<file path="src/rtl/pwm_out_pkg.sv">
// pwm_out_pkg -- shared constants and types for the PWM output bank.
//   DEF_N_CH / DEF_CNT_W / DEF_PRE_W : default channel count and widths
//   dir_e                           : counter direction (DIR_UP / DIR_DOWN)
//   ch_idx_w()                      : width of a channel index (at least 1 bit)
package pwm_out_pkg;

  localparam int DEF_N_CH  = 7;
  localparam int DEF_CNT_W = 8;
  localparam int DEF_PRE_W = 8;

  typedef enum logic {
    DIR_UP   = 1'b0,
    DIR_DOWN = 1'b1
  } dir_e;

  function automatic int ch_idx_w(input int n);
    return (n > 1) ? $clog2(n) : 1;
  endfunction

endpackage

</file>
<file path="src/rtl/pwm_prescaler.sv">
// pwm_prescaler -- divides clk down to a one-clock tick.
//   clk   : clock, rising edge
//   rst_n : synchronous active-low reset
//   presc : tick is raised once every presc+1 clocks (presc=0 -> every clock)
//   tick  : combinational, high while the prescale count equals presc
module pwm_prescaler #(
  parameter int PRE_W = 8
) (
  input  logic             clk,
  input  logic             rst_n,
  input  logic [PRE_W-1:0] presc,
  output logic             tick
);

  localparam logic [PRE_W-1:0] PRE_ONE = PRE_W'(1);

  logic [PRE_W-1:0] pre_cnt;

  assign tick = (pre_cnt == presc);

  always_ff @(posedge clk) begin
    if (!rst_n) begin
      pre_cnt <= '0;
    end else if (tick) begin
      pre_cnt <= '0;
    end else begin
      pre_cnt <= pre_cnt + PRE_ONE;
    end
  end

endmodule

</file>
<file path="src/rtl/pwm_out_bank.sv">
// pwm_out_bank -- bank of N_CH PWM outputs sharing one period counter.
//   clk, rst_n   : clock (rising edge), synchronous active-low reset
//   presc        : counter advances once every presc+1 clocks
//   period       : period is period+1 counts; loaded only at a period boundary
//   sel_pwm      : per channel, 1 = PWM, 0 = static value from ovalues
//   invert       : per-channel output inversion
//   ovalues      : static output values
//   cfg_valid/cfg_ready/cfg_ch/cfg_duty : duty write channel
//   period_tick  : registered one-clock pulse after each period boundary
//   opins        : registered channel outputs
//   center       : only with PWM_OUT_BANK_CENTER_EN defined; 1 = up/down
//                  (center-aligned) counting, 0 = edge-aligned
//
// Duty handshake: a write transfers on a clock edge where cfg_valid and
// cfg_ready are both high. cfg_ready is ~pending: after a transfer it stays
// low until the next period boundary copies the shadow duties into the active
// duties, so at most one update is in flight per period. A write to a channel
// index >= N_CH still transfers but changes nothing, including pending.
module pwm_out_bank
  import pwm_out_pkg::*;
#(
  parameter int N_CH  = DEF_N_CH,
  parameter int CNT_W = DEF_CNT_W,
  parameter int PRE_W = DEF_PRE_W
) (
  input  logic                        clk,
  input  logic                        rst_n,
  input  logic [PRE_W-1:0]            presc,
  input  logic [CNT_W-1:0]            period,
  input  logic [N_CH-1:0]             sel_pwm,
  input  logic [N_CH-1:0]             invert,
  input  logic [N_CH-1:0]             ovalues,
`ifdef PWM_OUT_BANK_CENTER_EN
  input  logic                        center,
`endif
  input  logic                        cfg_valid,
  output logic                        cfg_ready,
  input  logic [ch_idx_w(N_CH)-1:0]   cfg_ch,
  input  logic [CNT_W-1:0]            cfg_duty,
  output logic                        period_tick,
  output logic [N_CH-1:0]             opins
);

  localparam logic [CNT_W-1:0] CNT_ONE = CNT_W'(1);

  logic             tick;
  logic             center_on;
  logic [CNT_W-1:0] cnt;
  logic [CNT_W-1:0] cnt_nxt;
  logic [CNT_W-1:0] period_act;
  dir_e             dir;
  dir_e             dir_nxt;
  logic             boundary;
  logic             pending;
  logic             accept;
  logic             ch_ok;
  logic [N_CH-1:0]  opins_nxt;
  logic [CNT_W-1:0] duty_shadow [N_CH];
  logic [CNT_W-1:0] duty_act    [N_CH];

  pwm_prescaler #(.PRE_W(PRE_W)) u_prescaler (
    .clk   (clk),
    .rst_n (rst_n),
    .presc (presc),
    .tick  (tick)
  );

`ifdef PWM_OUT_BANK_CENTER_EN
  assign center_on = center;
`else
  assign center_on = 1'b0;
`endif

  // Counter state register.
  always_ff @(posedge clk) begin
    if (!rst_n) begin
      cnt         <= '0;
      dir         <= DIR_UP;
      period_act  <= '1;
      period_tick <= 1'b0;
    end else begin
      cnt         <= cnt_nxt;
      dir         <= dir_nxt;
      period_tick <= boundary;
      if (boundary) period_act <= period;
    end
  end

  // Counter next state. In center mode the boundary is the tick taken at
  // cnt==0 while counting down; a zero-length period makes every tick a
  // boundary regardless of direction. After a center boundary the count
  // resumes at 1 so the value 0 occurs once per period.
  always_comb begin
    boundary = 1'b0;
    cnt_nxt  = cnt;
    dir_nxt  = dir;
    if (tick) begin
      if (center_on) begin
        if (cnt == '0 && (dir == DIR_DOWN || period_act == '0)) begin
          boundary = 1'b1;
          cnt_nxt  = (period == '0) ? '0 : CNT_ONE;
          dir_nxt  = DIR_UP;
        end else if (dir == DIR_UP) begin
          if (cnt == period_act) begin
            cnt_nxt = cnt - CNT_ONE;
            dir_nxt = DIR_DOWN;
          end else begin
            cnt_nxt = cnt + CNT_ONE;
          end
        end else begin
          cnt_nxt = cnt - CNT_ONE;
        end
      end else begin
        dir_nxt = DIR_UP;
        if (cnt == period_act) begin
          boundary = 1'b1;
          cnt_nxt  = '0;
        end else begin
          cnt_nxt = cnt + CNT_ONE;
        end
      end
    end
  end

  // Duty write path.
  assign cfg_ready = ~pending;
  assign accept    = cfg_valid & cfg_ready;
  assign ch_ok     = (int'(cfg_ch) < N_CH);

  // A write in the boundary cycle wins over the boundary's pending clear, and
  // duty_act takes the shadow value from before that write.
  always_ff @(posedge clk) begin
    if (!rst_n) begin
      pending <= 1'b0;
      for (int i = 0; i < N_CH; i++) begin
        duty_shadow[i] <= '0;
        duty_act[i]    <= '0;
      end
    end else begin
      if (boundary) pending <= 1'b0;
      if (accept && ch_ok) pending <= 1'b1;
      for (int i = 0; i < N_CH; i++) begin
        if (boundary) duty_act[i] <= duty_shadow[i];
        if (accept && ch_ok && int'(cfg_ch) == i) duty_shadow[i] <= cfg_duty;
      end
    end
  end

  // Per-channel compare and output select.
  for (genvar g = 0; g < N_CH; g++) begin : g_ch
    logic pwm_bit;
    assign pwm_bit      = (cnt < duty_act[g]);
    assign opins_nxt[g] = (sel_pwm[g] ? pwm_bit : ovalues[g]) ^ invert[g];
  end

  always_ff @(posedge clk) begin
    if (!rst_n) opins <= '0;
    else        opins <= opins_nxt;
  end

endmodule
</file>
<file path="config.mk">
export PLATFORM = sky130hd
export DESIGN_NAME = pwm_out_bank
export DESIGN_NICKNAME = d
export VERILOG_FILES = /design/src/rtl/pwm_out_pkg.sv /design/src/rtl/pwm_prescaler.sv /design/src/rtl/pwm_out_bank.sv
export SDC_FILE = /design/constraint.sdc
export NUM_CORES = 1
export LEC_CHECK = 0
export BUFFER_PORTS_ARGS = -buffer_cell sky130_fd_sc_hd__buf_2
export CAP_MARGIN = 10
export CORE_MARGIN = 2
export CORE_UTILIZATION = 60
export CTS_CLUSTER_DIAMETER = 200
export DETAILED_ROUTE_END_ITERATION = 10
export PLACE_DENSITY = 0.8
export SLEW_MARGIN = 20
export SYNTH_ARGS = -nofsm -noshare
export SYNTH_HDL_FRONTEND = slang
export SYNTH_SLANG_ARGS = --single-unit
export TNS_END_PERCENT = 1
</file>
<file path="constraint.sdc">
create_clock -name clk -period 3.6 [get_ports clk]
set_input_delay 0.36 -clock clk [delete_from_list [all_inputs] [get_ports clk]]
set_output_delay 0.36 -clock clk [all_outputs]
set_load 0.01 [all_outputs]
</file>
Word-level counts from Yosys, hierarchy flattened
Memories as Yosys holds them, arrays and structs flattened. Index checks and enable logic that the tools add are counted.

RAM bits: 112. Bits in registers: 33. Output and inout bits: 9. Memories: 2. Logic and storage cells: 112. Input port bits: 51.

Memories: duty_act (words 7, width 8, rd ports 7, clocked after memory_dff 0, wr ports 7, line pwm_out_bank.sv:59) `logic [CNT_W-1:0] duty_act [N_CH];`; duty_shadow (words 7, width 8, rd ports 7, clocked after memory_dff 0, wr ports 7, line pwm_out_bank.sv:58) `logic [CNT_W-1:0] duty_shadow [N_CH];`.

Multiplexer cells: 51. Magnitude comparators: 8. Equal/unequal tests: 8. Bitwise operators: 24. Add/sub/neg operators: 2. Reductions and logical operators: 11.

Operators with widths (count): $mux W8 (15); $lt A8 B8 Y1 (7); $mux W1 (36); $add A8 B1 Y8 const B (2); $eq A8 B8 Y1 (2); $or A1 B1 Y1 (14); $eq A3 B3 Y1 const B (4); $logic_and A1 B1 Y1 (8); $xor A1 B1 Y1 (7); $eq A3 B2 Y1 const B (2); $logic_not A3 Y1 (1); $lt A3 B3 Y1 const B (1); $not A1 Y1 (2); $reduce_bool A2 Y1 (1); $reduce_or A2 Y1 (1); $and A1 B1 Y1 (1).

Longest topological paths before layout
Gate-level depths: netlist of the first run.

Depth after elaboration: 8. Mapped depth: 7. Gate-level depth less buffers: 7.

By module
Synthesis of the first run repeated with hierarchy kept, for this count alone.

Cells, all modules: 602. Area total of the unflattened synthesis: 6951.7 µm².

Modules (own cells, without submodules): pwm_out_bank (cells an instance 556, seq. area each 3863.7 µm², instances 1, area each 6483.7 µm²); pwm_prescaler (cells an instance 46, seq. area each 160.2 µm², instances 1, area each 467.9 µm²).

Least setup slack after synthesis of the first run
OpenSTA, ideal clock, no wires.

Path type: reg2reg. Start: register cnt[2]. End: memory duty_act[0][0] (netlist name) (enable). Setup time: 0.423 ns. Data required time: 3.177 ns. Period minus slack after synthesis: 3.180 ns. Stages on the path, launching flop included: 6. Path buffers: 1. Setup slack: 0.420 ns. Data arrival time: 2.757 ns. Cell sequence: dfxtp_1 xnor2_1 nand4_1 nor4_4 buf_6 nand2b_1.

RTL lines: start: declaration (line pwm_out_bank.sv:48) `logic [CNT_W-1:0] cnt;`; start signal: assignment (line pwm_out_bank.sv:82) `cnt <= cnt_nxt;`; end: declaration (line pwm_out_bank.sv:59).

==> flow_metrics.tcl, run 1 <==
set metrics [dict create \
    clock_latency_ns 0.42 \
    die_y_um 112 \
    fin_hold_ws_ns 0.163 \
    hold_violations 0 \
    cts_buffers 17 \
    rrSetupSlack_ns 1.22 \
    reg2reg_from "cnt[4]" \
    num_antenna_cells 0 \
    cap_violations 0 \
    dr_total_vias 4813 \
    vias_per_cell 5.76 \
    yosysWarnings 0 \
    crit_required_ns 3.65 \
    ant_nets 0 \
    grt_max_degree 80 \
    firstDrtPassIters 5 \
    min_path_cells 3 \
    htree_levels 4 \
    initial_core_util_pct 61.3 \
    endpoint_kind "flip-flop" \
    status "finished clean" \
    ctsResizeCount 0 \
    setup_viol 0 \
    slew_violations 0 \
    slowest_delay_ns 0.65 \
    post-route-util_pct 70.0 \
    fmax_ghz 0.421 \
    cts_tree "yes" \
    ys.flop_type "edfxtp_1" \
    skew_ns 0.00742 \
    synthesis.area_um2 6970 \
    min_from "period[0]" \
    syn_avg_cell_area_um2 11.2 \
    fin_area_um2 7960 \
    area_growth_pct 14.2 \
    cellLeakagePower_nw 3.46 \
    overflow 0 \
    grt_pass1_wl_um 24200 \
    worst_path_max_delay_cell "dfxtp_1" \
    power.density_nw_per_um2 484 \
    crit_arrival_ns 2.42 \
    cp_cell_sequence "xnor2_1, nand4_1, nor4_4, nand2b_2, buf_4" \
    drive_gt1_share_pct 14.0 \
    syn-num-nets 724 \
    die_w_um 112 \
    place_inst 804 \
    finalCritPeriodShare_pct 66.0 \
    dieArea_um2 12500 \
    post_drt_wl_per_cell_um 17.7 \
    max-vdd-ir-drop_v 0.000422 \
    first_global_vias 4726 \
    drc_errors 0 \
    path_max_fanout 56 \
    core-area_um2 11400 \
    post_cts.repair.setup_buffers 0 \
    min_period_ns 2.38 \
    cp-start-kind "flip-flop" \
    fin_cells 836 \
    ys_ff_latch 145 \
    crit_type "flip-flop to flip-flop" \
    cts_root_buf "clkbuf_16" \
    r2r-end "duty_act[0][10]" \
    synth-edff-count 112 \
    num_rows 39 \
    antenna_found_initial 0 \
    syn_inst 622 \
    hpwlAfterDp_um 10400 \
    worstMarginPinSlew_ns 0.654 \
    rsz0062_at_grt "no" \
    ios 60 \
    setup-tns-final_ns 0 \
    holdPathEnd "period_act[0]" \
    async_flop_share_pct 0 \
    drt_iter0_markers 302 \
    ys_types 37 \
    path_clk_slew_ns 0.06 \
    cts.path.max_buffers 2 \
    place_area_um2 7370 \
    ctsHoldBuffers 0 \
    nNetsFinal 782 \
    worstRegToRegCells 5 \
    totalWireLength_um 14800 \
    slew_headroom_pct 55.2 \
    grtUsageTotal_pct 25.0 \
    gp_congestion 0.850 \
    ys_seq_area_share_pct 57.7 \
    path_delay_family "flip-flops" \
    path_buf_inv 1 \
    port_buffers 59 \
    cts.sinks 145 \
    hold_path.class "input port to flip-flop" \
]
tightest hold or removal path, stage by stage:
cell	delay [ns]
buf_2	0.07
mux2i_1	0.05
nand2_1	0.06
power by group:
group / switching (mW) / internal [mW] / leakage [nW]
Sequential: 0.0252 / 1.87 / 1.43
Clock: 0.673 / 1.09 / 0.280
Combinational: 0.132 / 0.0700 / 1.75
cell usage in the layout (no fill, tap or decap), types with 12 or more instances in the layout:
master / count
ha_1: 51
nor2_1: 67
inv_1: 66
o21ai_0: 14
a21oi_1: 20
xnor2_1: 18
edfxtp_1: 112
nand2_1: 42
nand4_1: 12
buf_2: 59
clkbuf_16: 17
and3_1: 53
dfxtp_1: 33
or3_1: 15
sequential cells by signal, summed over array words and instances, names as in the netlist:
name / cells
duty_shadow: 56
opins: 7
pending: 1
duty_act: 56
u_prescaler.pre_cnt: 8
cnt: 8
period_tick: 1
period_act: 8
per-stage QoR:
step | total power [mW] | setup WS (ns)
finish | 3.85 | 1.22
CTS | 3.87 | 1.23
floorplan | 2.04 | 0.420
detailed placement | 2.13 | 1.22
global placement | 2.11 | 1.31
global route | 3.98 | 1.11
worst max path at each step:
stage	start	endpoint	slack, ns	cells past startpoint
after floorplan	cnt[2]	duty_act[0][0]	0.42	5
after global placement	presc[1]	duty_act[0][6]	1.31	6
after detailed placement	cnt[4]	duty_act[0][7]	1.22	5
after CTS	cnt[4]	duty_act[1][2]	1.23	5
after global routing	cnt[4]	duty_act[1][14]	1.11	5
final	cnt[4]	duty_act[0][10]	1.22	5
cell usage after synthesis, types with 2 or more instances:
master / n / area [um^2]
ha_1: 51 / 638
nand4b_1: 3 / 26.3
nand4_1: 12 / 75.1
nand2_1: 42 / 158
xor2_1: 4 / 35.0
o31ai_1: 2 / 15.0
and2_1: 9 / 56.3
and3_1: 53 / 332
nand4_2: 2 / 25.0
nand3_1: 10 / 50.1
a21oi_1: 20 / 100
xnor2_1: 18 / 158
mux2i_1: 8 / 80.1
a2111oi_0: 6 / 52.6
or3_1: 15 / 93.8
o21ai_0: 14 / 70.1
clkbuf_1: 20 / 75.1
nand2b_1: 9 / 56.3
edfxtp_1: 112 / 3360
nor2b_1: 8 / 50.1
buf_6: 2 / 22.5
nor2_1: 67 / 251
o211ai_1: 9 / 67.6
a211oi_1: 6 / 45.0
inv_1: 66 / 248
nand3b_1: 7 / 52.6
o221ai_1: 5 / 43.8
dfxtp_1: 33 / 661
metal layers:
layer	vias to the layer above	wire (um)	part of all wire, %	track usage [%]
li1	2328	-	-	-
met1	2297	6820	46	34.9
met2	162	6990	47	39.0
met3	26	770	5.2	6.26
met4	0	257	1.7	8.23
met5	-	0	0	0
cell type report:
cell class	instances	area [um^2]
Timing Repair Buffer	62	318
Clock inverter	14	165
Multi-Input combinational cell	388	2600
Inverter	66	248
Clock buffer	18	429
Sequential cell	145	4020
Tap cell	143	179
Fill cell	821	3410
logic make-up after synthesis:
logic type / after synthesis / share of synthesized area (%)
compound gates: 67 / 6.15
fa+ha+maj: 51 / 9.15
mux: 8 / 1.15
simple gates: 240 / 18.1
xor+xnor: 22 / 2.76
buf+inv: 89 / 5.02
flops: 145 / 57.7
Note: power is estimated with default switching activity, not from simulation.
==> run 2: changes to the inputs <==
- CORE_UTILIZATION: 60 -> 54
- PLACE_DENSITY: 0.8 -> 0.76
- clock period: 3.6 -> 2 ns (I/O delays scaled with it)
==> flow_metrics.tcl, run 2 (synthesis gave the netlist of run 1 again) <==
set metrics [dict create \
    overflow 0 \
    path_max_fanout 25 \
    initial_core_util_pct 55.3 \
    grt_max_degree 49 \
    antenna_found_initial 0 \
    drive_gt1_share_pct 18.9 \
    seqPwrFrac_pct 49.5 \
    cp-start-kind "flip-flop" \
    area_growth_pct 18.8 \
    worst_slack_ns 0.0311 \
    post_drt_wl_per_cell_um 17.6 \
    grtUsageTotal_pct 23.5 \
    min_path_cells 3 \
    skew_ns 0.00809 \
    hpwlAfterDp_um 10800 \
    layout_common_cells "edfxtp_1 (112), nor2_1 (67), inv_1 (66)" \
    layout_commonest_cell "edfxtp_1" \
    drt_iter0_markers 428 \
    place_area_um2 7670 \
    clock_latency_ns 0.42 \
    power.density_nw_per_um2 828 \
    num_antenna_cells 0 \
    finalCritPeriodShare_pct 98.4 \
    core-area_um2 12600 \
    vias_per_cell 5.62 \
    top_regs "duty_act (56), duty_shadow (56)" \
    swShare_pct 21.9 \
    status "finished clean" \
    endpoint_kind "flip-flop" \
    hold_path.class "input port to flip-flop" \
    path_clk_slew_ns 0.06 \
    port_buffers 59 \
    fmax_ghz 0.508 \
    fin_hold_ws_ns 0.0173 \
    dieArea_um2 13800 \
    rsz0062_at_grt "yes" \
    die_y_um 118 \
    htree_levels 4 \
    hold_violations 0 \
    fin_area_um2 8280 \
    dr_total_vias 5002 \
    filler_cell_count 936 \
    cts.path.max_buffers 2 \
    cellLeakagePower_nw 3.63 \
    worstRegToRegCells 5 \
    post_cts.repair.setup_buffers 0 \
    num_rows 41 \
    cts_buffers 17 \
    ios 60 \
    crit_arrival_ns 2.09 \
    nNetsFinal 807 \
    first_global_vias 4892 \
    gp_congestion 0.897 \
    drc_errors 0 \
    p_comb_share_pct 5.8 \
    cts_root_buf "clkbuf_16" \
    ant_nets 0 \
    setup_viol 0 \
    min_period_ns 1.97 \
    clockPowerShare_pct 44.7 \
    max-vdd-ir-drop_v 0.000650 \
    cap_violations 0 \
    worstMarginPinSlew_ns 0.528 \
    p_sw_mw 1.50 \
    slew_headroom_pct 63.9 \
    internal_power_mw 5.35 \
    place_ws_ns 0.0636 \
    crit_required_ns 2.12 \
    cts.sinks 145 \
    grt_pass1_wl_um 24800 \
    crit_type "flip-flop to flip-flop" \
    die_w_um 118 \
    totalWireLength_um 15600 \
    slew_violations 0 \
    cts_tree "yes" \
    firstDrtPassIters 5 \
]
run 2: per-layer routing:
metal | part of all wire, % | vias up | global-route usage (%)
li1 | - | 2383 | -
met1 | 41 | 2375 | 29.7
met2 | 50 | 202 | 38.7
met3 | 6.5 | 42 | 5.62
met4 | 2.5 | 0 | 10.3
met5 | 0 | - | 0
run 2: path summary, 6_finish.rpt:
| kind | from | end | slack (ns) |
|---|---|---|---|
| max | cnt[2] | duty_act[0][2] | 0.03 |
| min | period[7] | period_act[7] | 0.02 |
| max reg2reg | cnt[2] | duty_act[0][2] | 0.03 |
| min reg2reg | u_prescaler.pre_cnt[0] | u_prescaler.pre_cnt[0] | 0.45 |
run 2: timing repair:
item	in CTS	in global routing
gates resized for setup	1	6
endpoints found under the setup margin	97	76
hold endpoints to repair	1	0
hold buffers	1	0
run 2: per-stage QoR:
step | TNS [ns] | power [mW] | utilization [%] | std cells
3_3_place_gp | 0 | 3.83 | 60.8 | 857
4_1_cts | 0 | 6.88 | 65.5 | 890
2_1_floorplan | -6.40 | 3.67 | - | 622
5_1_grt | -1.68 | 7.07 | 65.6 | 890
3_5_place_dp | 0 | 3.85 | 60.8 | 857
6_report | 0 | 6.85 | 65.6 | 890
run 2: critical path: stages (launching register included):
cell and delay (ns):
dfxtp_4 0.46, xnor2_1 0.17, nand4_1 0.20, nor4_4 0.32, nand2b_4 0.30, buf_12 0.21
run 2: power by group through the flow:
stage,clock [mW],sequential (mW),combinational (mW)
6_report,3.06,3.39,0.400
5_1_grt,3.23,3.40,0.442
4_1_cts,3.09,3.39,0.398
3_5_place_dp,0,3.46,0.391
3_3_place_gp,0,3.45,0.377
2_1_floorplan,0,3.45,0.220
run 2: layout make-up:
type,instances,area (um^2),area share [%]
Sequential cell,145,4050,48.9
Clock inverter,11,100,1.21
Timing Repair Buffer,87,562,6.78
Tap cell,172,215,2.60
Clock buffer,21,479,5.79
Multi-Input combinational cell,388,2630,31.8
Inverter,66,248,2.99
==> run 3: changes to the inputs <==
- CELL_PAD_IN_SITES_DETAIL_PLACEMENT: default -> 0
- CELL_PAD_IN_SITES_GLOBAL_PLACEMENT: default -> 1
- CORE_UTILIZATION: 54 -> 43
- PLACE_DENSITY: 0.76 -> default
- PLACE_DENSITY_LB_ADDON: default -> 0.1
==> flow_metrics.tcl, run 3 (synthesis gave the netlist of run 1 again) <==
set metrics [dict create \
    drt-met1-wl_um 8200 \
    cellLeakagePower_nw 3.66 \
    gp_congestion 0.803 \
    worstRegToRegCells 5 \
    drive_gt1_share_pct 19.4 \
    cts.sinks 145 \
    endpoint_kind "flip-flop" \
    path_clk_slew_ns 0.06 \
    hpwlAfterDp_um 12000 \
    crit_type "flip-flop to flip-flop" \
    layout_commonest_cell "edfxtp_1" \
    initial_core_util_pct 43.9 \
    min_path_cells 3 \
    htree_levels 4 \
    hold_violations 0 \
    skew_ns 0.0118 \
    cp-startpoint "cnt[7]" \
    wl_met3_um 601 \
    power.density_nw_per_um2 818 \
    grt_max_degree 50 \
    clock_latency_ns 0.42 \
    max-vdd-ir-drop_v 0.000693 \
    post-route-util_pct 53.0 \
    core-area_um2 15900 \
    crit_arrival_ns 2.03 \
    die_y_um 131 \
    grtUsageTotal_pct 19.4 \
    vias_per_cell 5.00 \
    met2_length_um 7120 \
    fmax_ghz 0.522 \
    die_w_um 131 \
    num_antenna_cells 0 \
    num_rows 46 \
    worstMarginPinSlew_ns 0.641 \
    cap_violations 0 \
    dr_total_vias 4719 \
    antenna_found_initial 0 \
    holdPathEnd "period_act[6]" \
    cp-start-kind "flip-flop" \
    nNetsFinal 817 \
    place_area_um2 7750 \
    top_regs "duty_act (56), duty_shadow (56)" \
    firstDrtPassIters 4 \
    cts_tree "yes" \
    status "finished clean" \
    rsz0062_at_grt "yes" \
    fin_hold_ws_ns 0.00870 \
    area_growth_pct 20.7 \
    cp_cell_sequence "xnor2_1, nand4_1, nor4_4, nand2b_4, buf_12" \
    top_layer_used "met4" \
    cts_root_buf "clkbuf_16" \
    ios 60 \
    fin_area_um2 8420 \
    slowest_delay_ns 0.44 \
    finalCritPeriodShare_pct 95.8 \
    place_inst 906 \
    reg2reg_from "cnt[7]" \
    crit_required_ns 2.12 \
    hold_path.class "input port to flip-flop" \
    layout_common_cells "edfxtp_1 (112), nor2_1 (67), inv_1 (66)" \
    r2r-end "duty_act[0][4]" \
    grt_pass1_wl_um 25700 \
    dieArea_um2 17300 \
    setup_viol 0 \
    ant_nets 0 \
    first_global_vias 4649 \
    port_buffers 59 \
    overflow 0 \
    fin_cells 944 \
    totalWireLength_um 16100 \
    drt_iter0_markers 321 \
    drc_errors 0 \
    slew_headroom_pct 57.3 \
    cts.path.max_buffers 2 \
    rrSetupSlack_ns 0.08 \
    path_max_fanout 25 \
    post_drt_wl_per_cell_um 17.1 \
    worst_path_max_delay_cell "dfxtp_4" \
    min_period_ns 1.92 \
    slew_violations 0 \
    min_from "period[6]" \
    cts_buffers 17 \
]
[run 3: cell count changes in the layout (fill, tap and decap cells not counted), moves of 3 or more]
cell | previous run | this run
inv_6 | 1 | 6
buf_4 | 22 | 28
inv_4 | 4 | 0
inv_8 | 0 | 3
dlygate4sd3_1 | 1 | 6
[run 3: critical path: cells and delay by family (launching register included)]
family	cells	cell delay, ns
DFF	1	0.44
buffers and inverters	1	0.18
xor gates and xnor gates	1	0.14
and+or+nand+nor	3	0.83
[run 3: layout make-up]
| type | count | area (um^2) |
|---|---|---|
| clock buffers | 17 | 425 |
| clock inverters | 15 | 145 |
| fillers | 1424 | 7470 |
| inverters | 66 | 248 |
| multi-input cells | 388 | 2640 |
| flip-flops and latches | 145 | 4050 |
| well taps | 216 | 270 |
| repair buffers | 97 | 637 |
[run 3: per-layer routing]
layer,track usage [%],up-vias
li1,-,2395
met1,28.8,2228
met2,28.7,84
met3,4.32,12
met4,5.62,0
met5,0,-
[run 3: per-stage QoR]
step | power, mW | setup TNS [ns] | setup slack (ns)
global route | 7.15 | -2.10 | -0.0447
detailed placement | 3.87 | -0.0638 | -0.0638
global placement | 3.87 | -0.0416 | -0.0320
floorplan | 3.67 | -6.40 | -0.114
finish | 6.89 | 0 | 0.0835
CTS | 6.95 | 0 | 0.00575
[run 3: worst max-delay path by stage]
stage                          end  slack [ns]  cells after the start
global placement          opins[0]       -0.03                      7
global route        duty_act[0][5]       -0.04                      5
floorplan           duty_act[0][0]       -0.11                      5
finish              duty_act[0][4]        0.08                      5
detailed placement        opins[0]       -0.06                      7
CTS                       opins[2]       0.006                      6
[run 3: power by group]
group          switching [mW]  leakage, nW  internal [mW]  total [mW]
Clock                    1.32        0.280           1.75        3.07
Sequential             0.0463         1.43           3.35        3.40
Combinational           0.253         1.95          0.164       0.416
[run 3: what timing repair did]
action                                  4_1_cts  5_1_grt
buffers inserted                              0        0
resized for setup                             1       11
hold buffers                                  6        0
pin swaps                                     0        0
hold endpoints to repair                      6        0
endpoints found under the setup margin        1       67
